**src/rtl/proc_wait_sched.sv**
```systemverilog
// proc_wait_sched: two-process wait scheduler. Grants one process at a time,
// loads a wait value selected by that process's command, counts it down and
// reports expiry, abort (flush) or an illegal command.
//
// state | meaning
// IDLE  | no wait active; arbitrate when req is nonzero
// COUNT | wait active; remaining decrements once per cycle
// DONE  | one-cycle expiry state, req ignored
module proc_wait_sched #(
    parameter int PARA = 8
) (
    input  logic            clk,
    input  logic            rst,
    input  logic [1:0]      req,
    input  logic [4:0]      cmd_type_0,
    input  logic [4:0]      cmd_type_1,
    input  logic [PARA-1:0] proc_rel_time_0,
    input  logic [PARA-1:0] proc_rel_time_1,
    input  logic [PARA-1:0] proc_ext_time_0,
    input  logic [PARA-1:0] proc_ext_time_1,
    input  logic [PARA-1:0] event_proc_0,
    input  logic [PARA-1:0] event_proc_1,
    input  logic            flush,
    output logic [1:0]      gnt,
    output logic [1:0]      done,
    output logic            abort,
    output logic            err,
    output logic            busy,
    output logic            cur_id,
    output logic [PARA-1:0] remaining,
    output logic            ckg_en
);

    typedef enum logic [1:0] {
        IDLE  = 2'd0,
        COUNT = 2'd1,
        DONE  = 2'd2
    } state_t;

    localparam logic [PARA-1:0] ONE  = {{(PARA-1){1'b0}}, 1'b1};
    localparam logic [PARA-1:0] ZERO = '0;

    state_t          state_q, state_d;
    logic [PARA-1:0] remaining_q, remaining_d;
    logic            cur_id_q, cur_id_d;
    logic            last_q, last_d;
    logic [1:0]      gnt_q, gnt_d;
    logic [1:0]      done_q, done_d;
    logic            abort_q, abort_d;
    logic            err_q, err_d;
    logic [PARA-1:0] ev0_q, ev0_d;
    logic [PARA-1:0] ev1_q, ev1_d;

    logic            win_id;
    logic [4:0]      win_cmd;
    logic [PARA-1:0] win_n;
    logic            win_illegal;

    // Event reference registers: plain one-cycle delay of the event inputs
    always_comb begin
        ev0_d = event_proc_0;
        ev1_d = event_proc_1;
    end

    // Arbitration and wait-value selection; under contention the process
    // not granted last wins
    always_comb begin
        win_id      = 1'b0;
        win_cmd     = 5'd0;
        win_n       = ZERO;
        win_illegal = 1'b0;
        if (req == 2'b11) begin
            win_id = ~last_q;
        end else begin
            win_id = req[1];
        end
        win_cmd = win_id ? cmd_type_1 : cmd_type_0;
        case (win_cmd)
            5'd1:    win_n = win_id ? proc_rel_time_1 : proc_rel_time_0;
            5'd2:    win_n = win_id ? proc_ext_time_1 : proc_ext_time_0;
            5'd3:    win_n = win_id ? ev1_q : ev0_q;
            default: begin
                win_n       = ZERO;
                win_illegal = 1'b1;
            end
        endcase
    end

    // Next-state and registered-output logic
    always_comb begin
        state_d     = state_q;
        remaining_d = remaining_q;
        cur_id_d    = cur_id_q;
        last_d      = last_q;
        gnt_d       = 2'b00;
        done_d      = 2'b00;
        abort_d     = 1'b0;
        err_d       = 1'b0;
        case (state_q)
            IDLE: begin
                if (req != 2'b00) begin
                    cur_id_d       = win_id;
                    last_d         = win_id;
                    gnt_d[win_id]  = 1'b1;
                    err_d          = win_illegal;
                    remaining_d    = win_n;
                    if (win_n == ZERO) begin
                        state_d        = DONE;
                        done_d[win_id] = 1'b1;
                    end else begin
                        state_d = COUNT;
                    end
                end
            end
            COUNT: begin
                if (flush) begin
                    state_d     = IDLE;
                    remaining_d = ZERO;
                    abort_d     = 1'b1;
                end else if (remaining_q <= ONE) begin
                    state_d          = DONE;
                    remaining_d      = ZERO;
                    done_d[cur_id_q] = 1'b1;
                end else begin
                    remaining_d = remaining_q - ONE;
                end
            end
            DONE: begin
                state_d     = IDLE;
                remaining_d = ZERO;
                abort_d     = flush;
            end
            default: begin
                state_d     = IDLE;
                remaining_d = ZERO;
            end
        endcase
    end

    // State and output registers with synchronous reset
    always_ff @(posedge clk) begin
        if (rst) begin
            state_q     <= IDLE;
            remaining_q <= ZERO;
            cur_id_q    <= 1'b0;
            last_q      <= 1'b1;
            gnt_q       <= 2'b00;
            done_q      <= 2'b00;
            abort_q     <= 1'b0;
            err_q       <= 1'b0;
            ev0_q       <= ZERO;
            ev1_q       <= ZERO;
        end else begin
            state_q     <= state_d;
            remaining_q <= remaining_d;
            cur_id_q    <= cur_id_d;
            last_q      <= last_d;
            gnt_q       <= gnt_d;
            done_q      <= done_d;
            abort_q     <= abort_d;
            err_q       <= err_d;
            ev0_q       <= ev0_d;
            ev1_q       <= ev1_d;
        end
    end

    // Output decode; busy and ckg_en follow the state directly
    always_comb begin
        gnt       = gnt_q;
        done      = done_q;
        abort     = abort_q;
        err       = err_q;
        cur_id    = cur_id_q;
        remaining = remaining_q;
        busy      = (state_q != IDLE);
        ckg_en    = (state_q != COUNT);
    end

endmodule

```
**config.mk**
```make
export PLATFORM = sky130hd
export DESIGN_NAME = proc_wait_sched
export DESIGN_NICKNAME = d
export VERILOG_FILES = /design/src/rtl/proc_wait_sched.sv
export SDC_FILE = /design/constraint.sdc
export NUM_CORES = 1
export LEC_CHECK = 0
export ABC_CLOCK_PERIOD_IN_PS = 2600
export CAP_MARGIN = 10
export CORE_UTILIZATION = 40
export CTS_BUF_LIST = sky130_fd_sc_hd__clkbuf_8
export DETAILED_ROUTE_END_ITERATION = 10
export PLACE_DENSITY = 0.82
export SLEW_MARGIN = 40
export SYNTH_ARGS = -nofsm -noshare
export SYNTH_HDL_FRONTEND = slang
export SYNTH_SLANG_ARGS = --single-unit
```
**constraint.sdc**
```tcl
create_clock -name clk -period 2.6 [get_ports clk]
set_input_delay 0.78 -clock clk [delete_from_list [all_inputs] [get_ports clk]]
set_output_delay 0.78 -clock clk [all_outputs]
set_load 0.02 [all_outputs]
```
==> flow_summary_export.csv <==
group,metric,value,unit
run_status,status,"finished, final reports clean",
worst_hold_path,min_from,"state_q[0]$_SDFFE_PP0P_",
cells_and_area,regArea,681,um^2
cts,root_buffer,"clkbuf_8",
cts,path_clk_slew,0.07,ns
global_routing,grt_pass1_wl,9800,um
detailed_routing,routed_wl,6370,um
cells_and_area,area_delta_synth_final,64.9,%
power,share_comb_of_total_power,31.7,%
power,total_power,1560,uW
cts,cts_tree,"yes",
logic_synthesis,netlist_area,2000,um^2
critical_path,critPathTopFamily,"simple AND/OR/NAND/NOR gates",
global_routing,overflow,0,
power,swShare,29.3,%
detailed_routing,wl_per_cell,15.5,um
detailed_routing,vias_per_cell,5.35,
placed_design,pre_cts_slack,-0.415,ns
global_routing,antenna_found_initial,0,
logic_synthesis,ys_seq_elements,34,
floorplanning,core-area,4750,um^2
power,p_seq_share,37.5,%
cts,cts_made_buffers,5,
sta,tightest_slew,0.489,ns
detailed_routing,vias,2195,
critical_path,crit_start,"req[1]",
cells_and_area,fillers,388,
power,power_density,475,nW/um^2
power,leakage,0.00140,uW
logic_synthesis,netlist_instances,235,
detailed_routing,firstDrtPassIters,5,
cts,clk_latency,0.29,ns
critical_path,reg2reg_from,"last_q$_SDFFE_PP1P_",
critical_path,end_kind,"flop",
cts,cts_htree_levels,2,
placed_design,hpwl,4720,um
critical_path,crit_type,"input port to flop",
sta,maxSlewHeadroom,67.1,%
critical_path,critPathRequiredTime,2.81,ns
sta,timing.hold.ws,0.527,ns
logic_synthesis,syn_nets,302,
floorplanning,dieWidth,72.6,um
floorplanning,io_pins,80,
sta,final_hold_viol_count,0,
cts,cts_sinks,34,
detailed_routing,ant_nets,0,
cells_and_area,nets,409,
critical_path,cp_slowest_stage_delay,0.56,ns
sta,fin_crit_sh,98.6,%
power,irDropWorstVdd,0.220,mV
global_routing,grt_pass1_vias,2199,
critical_path,path_max_fanout,4,
power,clock_power_share,30.8,%
cts,clock_path_buffers,2,
logic_synthesis,netlist-cell-type-count,48,
critical_path,arrival,2.77,ns
cells_and_area,drive_gt1_share,21.6,%
floorplanning,fp.dieH,72.6,um
logic_synthesis,synthFlopType,"dfxtp_1",
run,cap_violations,0,
logic_synthesis,syn_avg_cell_area,8.49,um^2
placed_design,port_buffers,79,
logic_synthesis,synthArstFlopShare,0,%
worst_hold_path,hold_class,"flop to flop",
logic_synthesis,yosysSeqAreaShare,34.1,%
floorplanning,start_util,42.0,%
logic_synthesis,synthTopCellsByArea,"dfxtp_1 34%, mux2i_1 7.0%, nor2b_1 5.6%",
cells_and_area,diodes,0,
placed_design,place_congestion,0.927,
critical_path,crit_buf_inv,2,
critical_path,cp_slowest_cell,"or4_4",
logic_synthesis,yosysWarningCount,0,
critical_path,start_kind,"input port",
sta,fin_ws,0.0375,ns
detailed_routing,drtIter0Drc,213,
floorplanning,std_cell_rows,25,
global_routing,grt_usage,24.5,%
sta,skew,0.00448,ns
logic_synthesis,synth_top_area_cell,"dfxtp_1",
logic_synthesis,synth_edf_count,0,
cells_and_area,multi_input_area,1260,um^2
sta,setup_viol,0,
logic_synthesis,synth.top_cell.area_share,34.1,%
sta,fmax,390,MHz
sta,drv_slew,0,
power,switchingPower,459,uW
floorplanning,dieArea,5280,um^2
sta,min_period,2.56,ns
critical_path,path_cells,"dlygate4sd2_1, a21boi_4, buf_6, nor4_2, or4_4, nor4b_4, nand4_1, o32ai_2",
power,p_int,1110,uW
global_routing,grt_max_degree,20,
detailed_routing,post-route-drc-count,0,
-- layout make-up --
| type | instances | share of cell area, % |
|---|---|---|
| inverters | 11 | 1.25 |
| clock buffers | 5 | 2.09 |
| well taps | 67 | 2.55 |
| clock inverters | 3 | 1.22 |
| flip-flops and latches | 34 | 20.7 |
| multi-input cells | 173 | 38.4 |
| repair buffers | 117 | 33.8 |
-- cell usage in the layout (no fill, tap or decap), types with 3 or more instances in the layout --
cell type / Yosys / layout
a211oi_1: 5 / 5
a21oi_1: 8 / 8
buf_4: 0 / 32
buf_6: 5 / 6
clkbuf_8: 1 / 5
clkdlybuf4s50_1: 0 / 66
dfxtp_1: 34 / 34
dlygate4sd2_1: 0 / 3
dlymetal6s2s_1: 0 / 9
ha_1: 4 / 4
inv_1: 11 / 11
mux2i_1: 14 / 12
nand2_1: 13 / 13
nand2b_1: 3 / 3
nor2_1: 21 / 20
nor2b_1: 18 / 18
nor3_1: 19 / 14
nor3_2: 1 / 5
nor4_1: 12 / 9
nor4_2: 0 / 3
o21ai_0: 11 / 9
or4b_4: 0 / 4
xor2_1: 3 / 3
-- cells by family after synthesis --
logic type      after synthesis  synth area share [%]
flops                        34                  34.1
buf+inv                      28                  7.84
xor+xnor                      3                  1.32
mux                          14                  7.02
fa+ha+maj                     4                  2.51
compound gates               44                  16.6
simple gates                108                  30.7
-- per-layer routing --
layer / part of all wire [%] / track usage [%] / up-vias
met5: 0 / 0 / -
met4: 3.0 / 12.2 / 0
met3: 5.1 / 5.25 / 20
met2: 49 / 42.4 / 89
met1: 43 / 28.6 / 1023
li1: - / - / 1063
-- worst register-to-register path, cell delays in order, from the launching register on --
cell	delay, ns
dfxtp_1	0.44
a21boi_4	0.11
buf_4	0.15
buf_6	0.12
buf_4	0.15
and4_1	0.20
a2111o_1	0.40
nor2_2	0.11
nand4_1	0.15
o32ai_2	0.27
-- synth_stat cells, drive strengths merged (2+ instances only) --
cell type,instances
dfxtp,34
nor2,21
or2,2
or3,3
or4,2
nor4,12
nor2b,18
nor4b,3
a21oi,8
o32ai,2
o21a,2
a211oi,5
xor2,3
inv,11
nor3,20
ha,4
o21ai,11
and4,2
buf,9
a2111o,2
a22oi,2
nand4,2
nand2,13
clkbuf,8
a32oi,2
a22o,2
nand2b,3
or4b,4
mux2i,14
-- per-stage QoR --
| step | std cells | util (%) | cell area (um^2) | TNS [ns] |
|---|---|---|---|---|
| 2_1_floorplan | 235 | - | 2000 | 0 |
| 3_3_place_gp | 395 | 62.8 | 2990 | -3.07 |
| 3_5_place_dp | 395 | 62.8 | 2990 | -3.48 |
| 4_1_cts | 404 | 66.7 | 3170 | 0 |
| 5_1_grt | 410 | 69.2 | 3290 | -0.0346 |
| 6_report | 410 | 69.2 | 3290 | 0 |
-- timing repair --
item / CTS / global route
setup buffers: 1 / 6
hold buffers: 0 / 0
pin swaps: 6 / 11
hold endpoints to repair: 0 / 0
gates resized for setup: 18 / 28
setup endpoints to repair: 5 / 7
-- power groups by stage --
stage | Clock [uW] | Sequential, uW | Combinational (uW)
2_1_floorplan | 0 | 616 | 214
3_3_place_gp | 0 | 596 | 452
3_5_place_dp | 0 | 597 | 457
4_1_cts | 489 | 586 | 473
5_1_grt | 511 | 590 | 535
6_report | 482 | 586 | 496
-- flip-flops by register name, indices dropped and copies added, names as in the netlist, 2 cells and up --
signal,flops
gnt,2
ev0_q,8
state_q,2
ev1_q,8
remaining,8
done,2
-- worst paths after layout --
| kind | end | slack [ns] | cells after the start |
|---|---|---|---|
| hold / removal | state_q[0]$_SDFFE_PP0P_ | 0.53 | 2 |
| hold reg to reg | state_q[0]$_SDFFE_PP0P_ | 0.53 | 2 |
| setup reg to reg | done[1]$_SDFF_PP0_ | 0.41 | 9 |
| setup / recovery | done[1]$_SDFF_PP0_ | 0.04 | 8 |
Power figures use the tool's default switching activity.
==> patch 1: new RTL, same flow settings <==
Register the output `err`, with the module's reset; this adds one clock of latency there. The other outputs are not delayed to match.
--- a/src/rtl/proc_wait_sched.sv
+++ b/src/rtl/proc_wait_sched.sv
@@ -40,4 +40,6 @@
     localparam logic [PARA-1:0] ONE  = {{(PARA-1){1'b0}}, 1'b1};
     localparam logic [PARA-1:0] ZERO = '0;
+
+    logic err_c;
 
     state_t          state_q, state_d;
@@ -170,5 +172,5 @@
         done      = done_q;
         abort     = abort_q;
-        err       = err_q;
+        err_c     = err_q;
         cur_id    = cur_id_q;
         remaining = remaining_q;
@@ -177,4 +179,12 @@
     end
 
+    always_ff @(posedge clk) begin
+        if (rst) begin
+            err <= '0;
+        end else begin
+            err <= err_c;
+        end
+    end
+
 endmodule
 
Function: changed (a bounded check fails within 4 cycles, from zero or initial values and one cycle with rst high).
==> patch 1 against the original RTL <==
- synthesized area grew 1.9%
- sequential cell count grew 1
- setup slack gained 0.016 ns
- utilization shrank 3.2 points
- global-route usage shrank 1.9 points
- design area shrank 3.4%
- routed wire length shrank 10%
- total power shrank 0.47%
- critical path type unchanged
- critical endpoint is now state_q[0]
==> patch 1: results <==
[status]
status = finished clean

[critical_path]
worst_path_max_delay_cell = clkdlybuf4s50_1
arrival_ns = 2.74
worstPathMaxFanout = 5

[sta]
fin_skew_ns = 0.008608
relSlewSlack_pct = 62.78

[logic_synthesis]
yosys-top-cells-count = dfxtp_1, nor2_1, nand2_1
synthArstFlopShare_pct = 0
yosysSeqAreaShare_pct = 34.44
ys_top_cells_by_area = dfxtp_1, nor2b_1, nor2_1
synth_cell_types = 56
syn_inst = 233
synth_nets = 300

[clocking]
cts_setup_buffers = 0
path_clk_slew_ns = 0.08

[placement]
port_buffers = 79
dp_cells = 397
dp_slack_ns = -0.3558
place.gp.congestion = 0.9470
dp_hpwl_mm = 4.435

[final_layout]
fillCellCount = 427
layout-drive-gt1-share_pct = 18.05
fin_cells = 405

[power_and_ir_drop]
peakVddDrop_mv = 0.3312
p_leak_uw = 0.001329

[global_routing]
grt_max_degree = 17
grt_use_total_pct = 22.63
grt_pass1_wl_mm = 9.246
grt_pass1_vias = 2058

[route]
routed_via_density = 5.200
drtIter0Drc = 67
wl_per_cell_um = 14.14
drt_pass1_iterations = 4
patch 1: final cells by class:
type	instances	area, µm²	share of cell area (%)
Tap cell	67	83.83	2.637
Clock buffer	5	68.82	2.165
Clock inverter	3	43.79	1.377
Sequential cell	35	700.7	22.04
Multi-Input combinational cell	177	1239	38.96
Inverter	10	37.54	1.181
Timing Repair Buffer	108	1006	31.64
patch 1: logic make-up after synthesis:
logic type	share of synthesized area [%]
adder cells (fa/ha/maj)	2.460
multiplexers	10.09
AND/OR/NAND/NOR	29.77
AO/OA/AOI/OAI	16.67
XOR/XNOR	1.722
buffers and inverters	4.858
flip-flops	34.44
patch 1: worst paths after layout:
kind	cells past startpoint	from	end	slack, ns
worst max-delay path	7	req[1]	state_q[0]	0.05
worst min-delay path	1	err_c	err	0.44
worst max register to register	6	remaining[3]	remaining[3]	0.60
worst min register to register	1	err_c	err	0.44
patch 1: timing repair:
item / 4_1_cts / 5_1_grt
setup endpoints to repair: 1 / 5
gates resized for setup: 2 / 1
cloned: 0 / 0
patch 1: worst max-delay path, delay by kind of cell:
| family | cells | cell delay [ns] |
|---|---|---|
| AOI/OAI and AO/OA | 3 | 0.74 |
| and+or+nand+nor | 3 | 0.67 |
| buffers and inverters | 1 | 0.55 |
patch 1: routing by layer:
metal  vias up  track usage (%)  wire length, µm
li1       1037                -                -
met1       988            26.72             2449
met2        68            38.99             2837
met3        13            5.213              284
met4         0            10.26              157
met5         -                0                0
patch 1: power by group:
part | total (µW) | internal [µW] | switching, µW
logic | 461 | 251 | 210
clock network | 497 | 286 | 212
registers | 598 | 576 | 22.6
patch 1: through the flow:
stage / utilization, % / hold slack [ns] / instance area (µm²)
2_1_floorplan: - / 0.4138 / 2034
3_3_place_gp: 63.64 / 0.4197 / 3065
3_5_place_dp: 63.64 / 0.4267 / 3065
4_1_cts: 65.92 / 0.4451 / 3176
5_1_grt: 66.00 / 0.4603 / 3179
6_report: 66.00 / 0.4446 / 3179
==> patch 2: new RTL, config.mk and constraints unchanged <==
Made on the original files. Set the parameter `PARA` to 7 (it was 8).
--- a/src/rtl/proc_wait_sched.sv
+++ b/src/rtl/proc_wait_sched.sv
@@ -8,5 +8,5 @@
 // DONE  | one-cycle expiry state, req ignored
 module proc_wait_sched #(
-    parameter int PARA = 8
+    parameter int PARA = 7
 ) (
     input  logic            clk,
Interface: changed (7 resized); port bits go from 80 to 73. The function was not compared with the original's and may differ.
==> patch 2 against the original RTL <==
- the flow now finishes with violations (design-rule violations)
- design area is 6.1% lower
- synthesized area is 5.0% lower
- via count is 1.9% lower
- total power is 11% lower
- worst hold slack worse by 0.026 ns
- sequential cell count is 3 lower
- routed wire length is 6.3% lower
- setup slack better by 0.019 ns
- clock skew hardly changed
- sequential share of layout area is 0.60 points lower
- critical endpoint is now state_q[0]
- highest routed layer unchanged
==> patch 2: results <==
[route]
met3_length_um = 432
wl_met2_mm = 2.942
wl_mm = 5.966
drc = 10
drt_pass1_iterations = 7
wl_per_cell_um = 15.50

[logic_synthesis]
synth-xor-area-share_pct = 0.4617
syn_area_per_cell_um2 = 8.430
yosys-top-cells-count = dfxtp_1, nor2b_1, a21oi_1
yosys-mux-area-fraction_pct = 7.982
ys_top_cells_by_area = dfxtp_1, mux2i_1, nor2b_1
synth_nets = 286

[sta]
max_freq_ghz = 0.3931
fin_skew_ns = 0.004583
relSlewSlack_pct = 68.19

[final_layout]
final_nets = 393
layout-drive-gt1-share_pct = 21.02

[status]
status = complete, but fails checks
violations = design-rule violations

[critical_path]
r2r_cells = 6
worstPathMaxFanout = 5
cpLargestDelayFamily = compound AO/OA/AOI/OAI gates
worst_path_max_delay_cell = clkdlybuf4s50_1
cp_slowest_stage_delay_ns = 0.51
r2r_start = remaining[3]
arrival_ns = 2.72

[placement]
dp_hpwl_mm = 4.614
dp_cells = 377
place.gp.congestion = 0.9990
dp_slack_ns = -0.3295
port_buffers = 72

[global_routing]
grt_pass1_vias = 2202
grt_use_met3_pct = 5.840
grt_max_degree = 25
grt_use_total_pct = 24.74
grt_use_met1_pct = 27.98
grt_pass1_wl_mm = 9.708
grt_use_met2_pct = 43.38

[worst_hold_path]
hold_depth = 1
holdCritStartpoint = cur_id

[power_and_ir_drop]
pwr-share-clk_pct = 30.6
peakVddDrop_mv = 0.2836
p_leak_uw = 0.001229

[clocking]
cts_setup_buffers = 0
-- patch 2: changes by cell type in the layout (fill, tap and decap cells not counted), sizes merged, moves of 6 or more --
| cell | delta |
|---|---|
| nor4 | -8 |
| nand3 | +9 |
| nor2 | -8 |
| dlymetal6s2s | -9 |
| nor3 | -14 |
| clkdlybuf4s50 | +6 |
| o22ai | +8 |
| o21ai | -7 |
| a21oi | +11 |
-- patch 2: cell families (layout without fill, tap and decap cells) --
kind of cell             count (synthesis)  count (layout)
AO/OA/AOI/OAI                           63              63
XOR/XNOR                                 1               1
adder cells (fa/ha/maj)                  4               4
buffers and inverters                   20             128
flip-flops                              31              31
multiplexers                            15              15
AND/OR/NAND/NOR                         91              91
-- patch 2: final cells by class --
type / instances / area [µm²]
Clock buffer: 7 / 96.34
Clock inverter: 1 / 7.507
Fill cell: 355 / 1355
Inverter: 10 / 37.54
Multi-Input combinational cell: 174 / 1244
Sequential cell: 31 / 620.6
Tap cell: 52 / 65.06
Timing Repair Buffer: 110 / 1018
-- patch 2: how the worst max path moves through the flow --
| stage | startpoint | endpoint | cells after the start |
|---|---|---|---|
| after floorplan | req[1] | state_q[0] | 5 |
| after global placement | cmd_type_0[0] | state_q[0] | 6 |
| after detailed placement | cmd_type_1[0] | state_q[0] | 6 |
| after CTS | req[1] | remaining[3] | 8 |
| after global routing | cmd_type_0[2] | remaining[1] | 8 |
| final | req[1] | state_q[0] | 7 |
-- patch 2: through the flow --
stage / setup TNS, ns / hold WS (ns) / instance area (µm²)
floorplan: 0 / 0.5011 / 1897
global placement: -1.352 / 0.4596 / 2918
detailed placement: -1.428 / 0.4798 / 2918
CTS: 0 / 0.4963 / 3038
global route: -0.08878 / 0.5593 / 3089
finish: 0 / 0.5016 / 3089
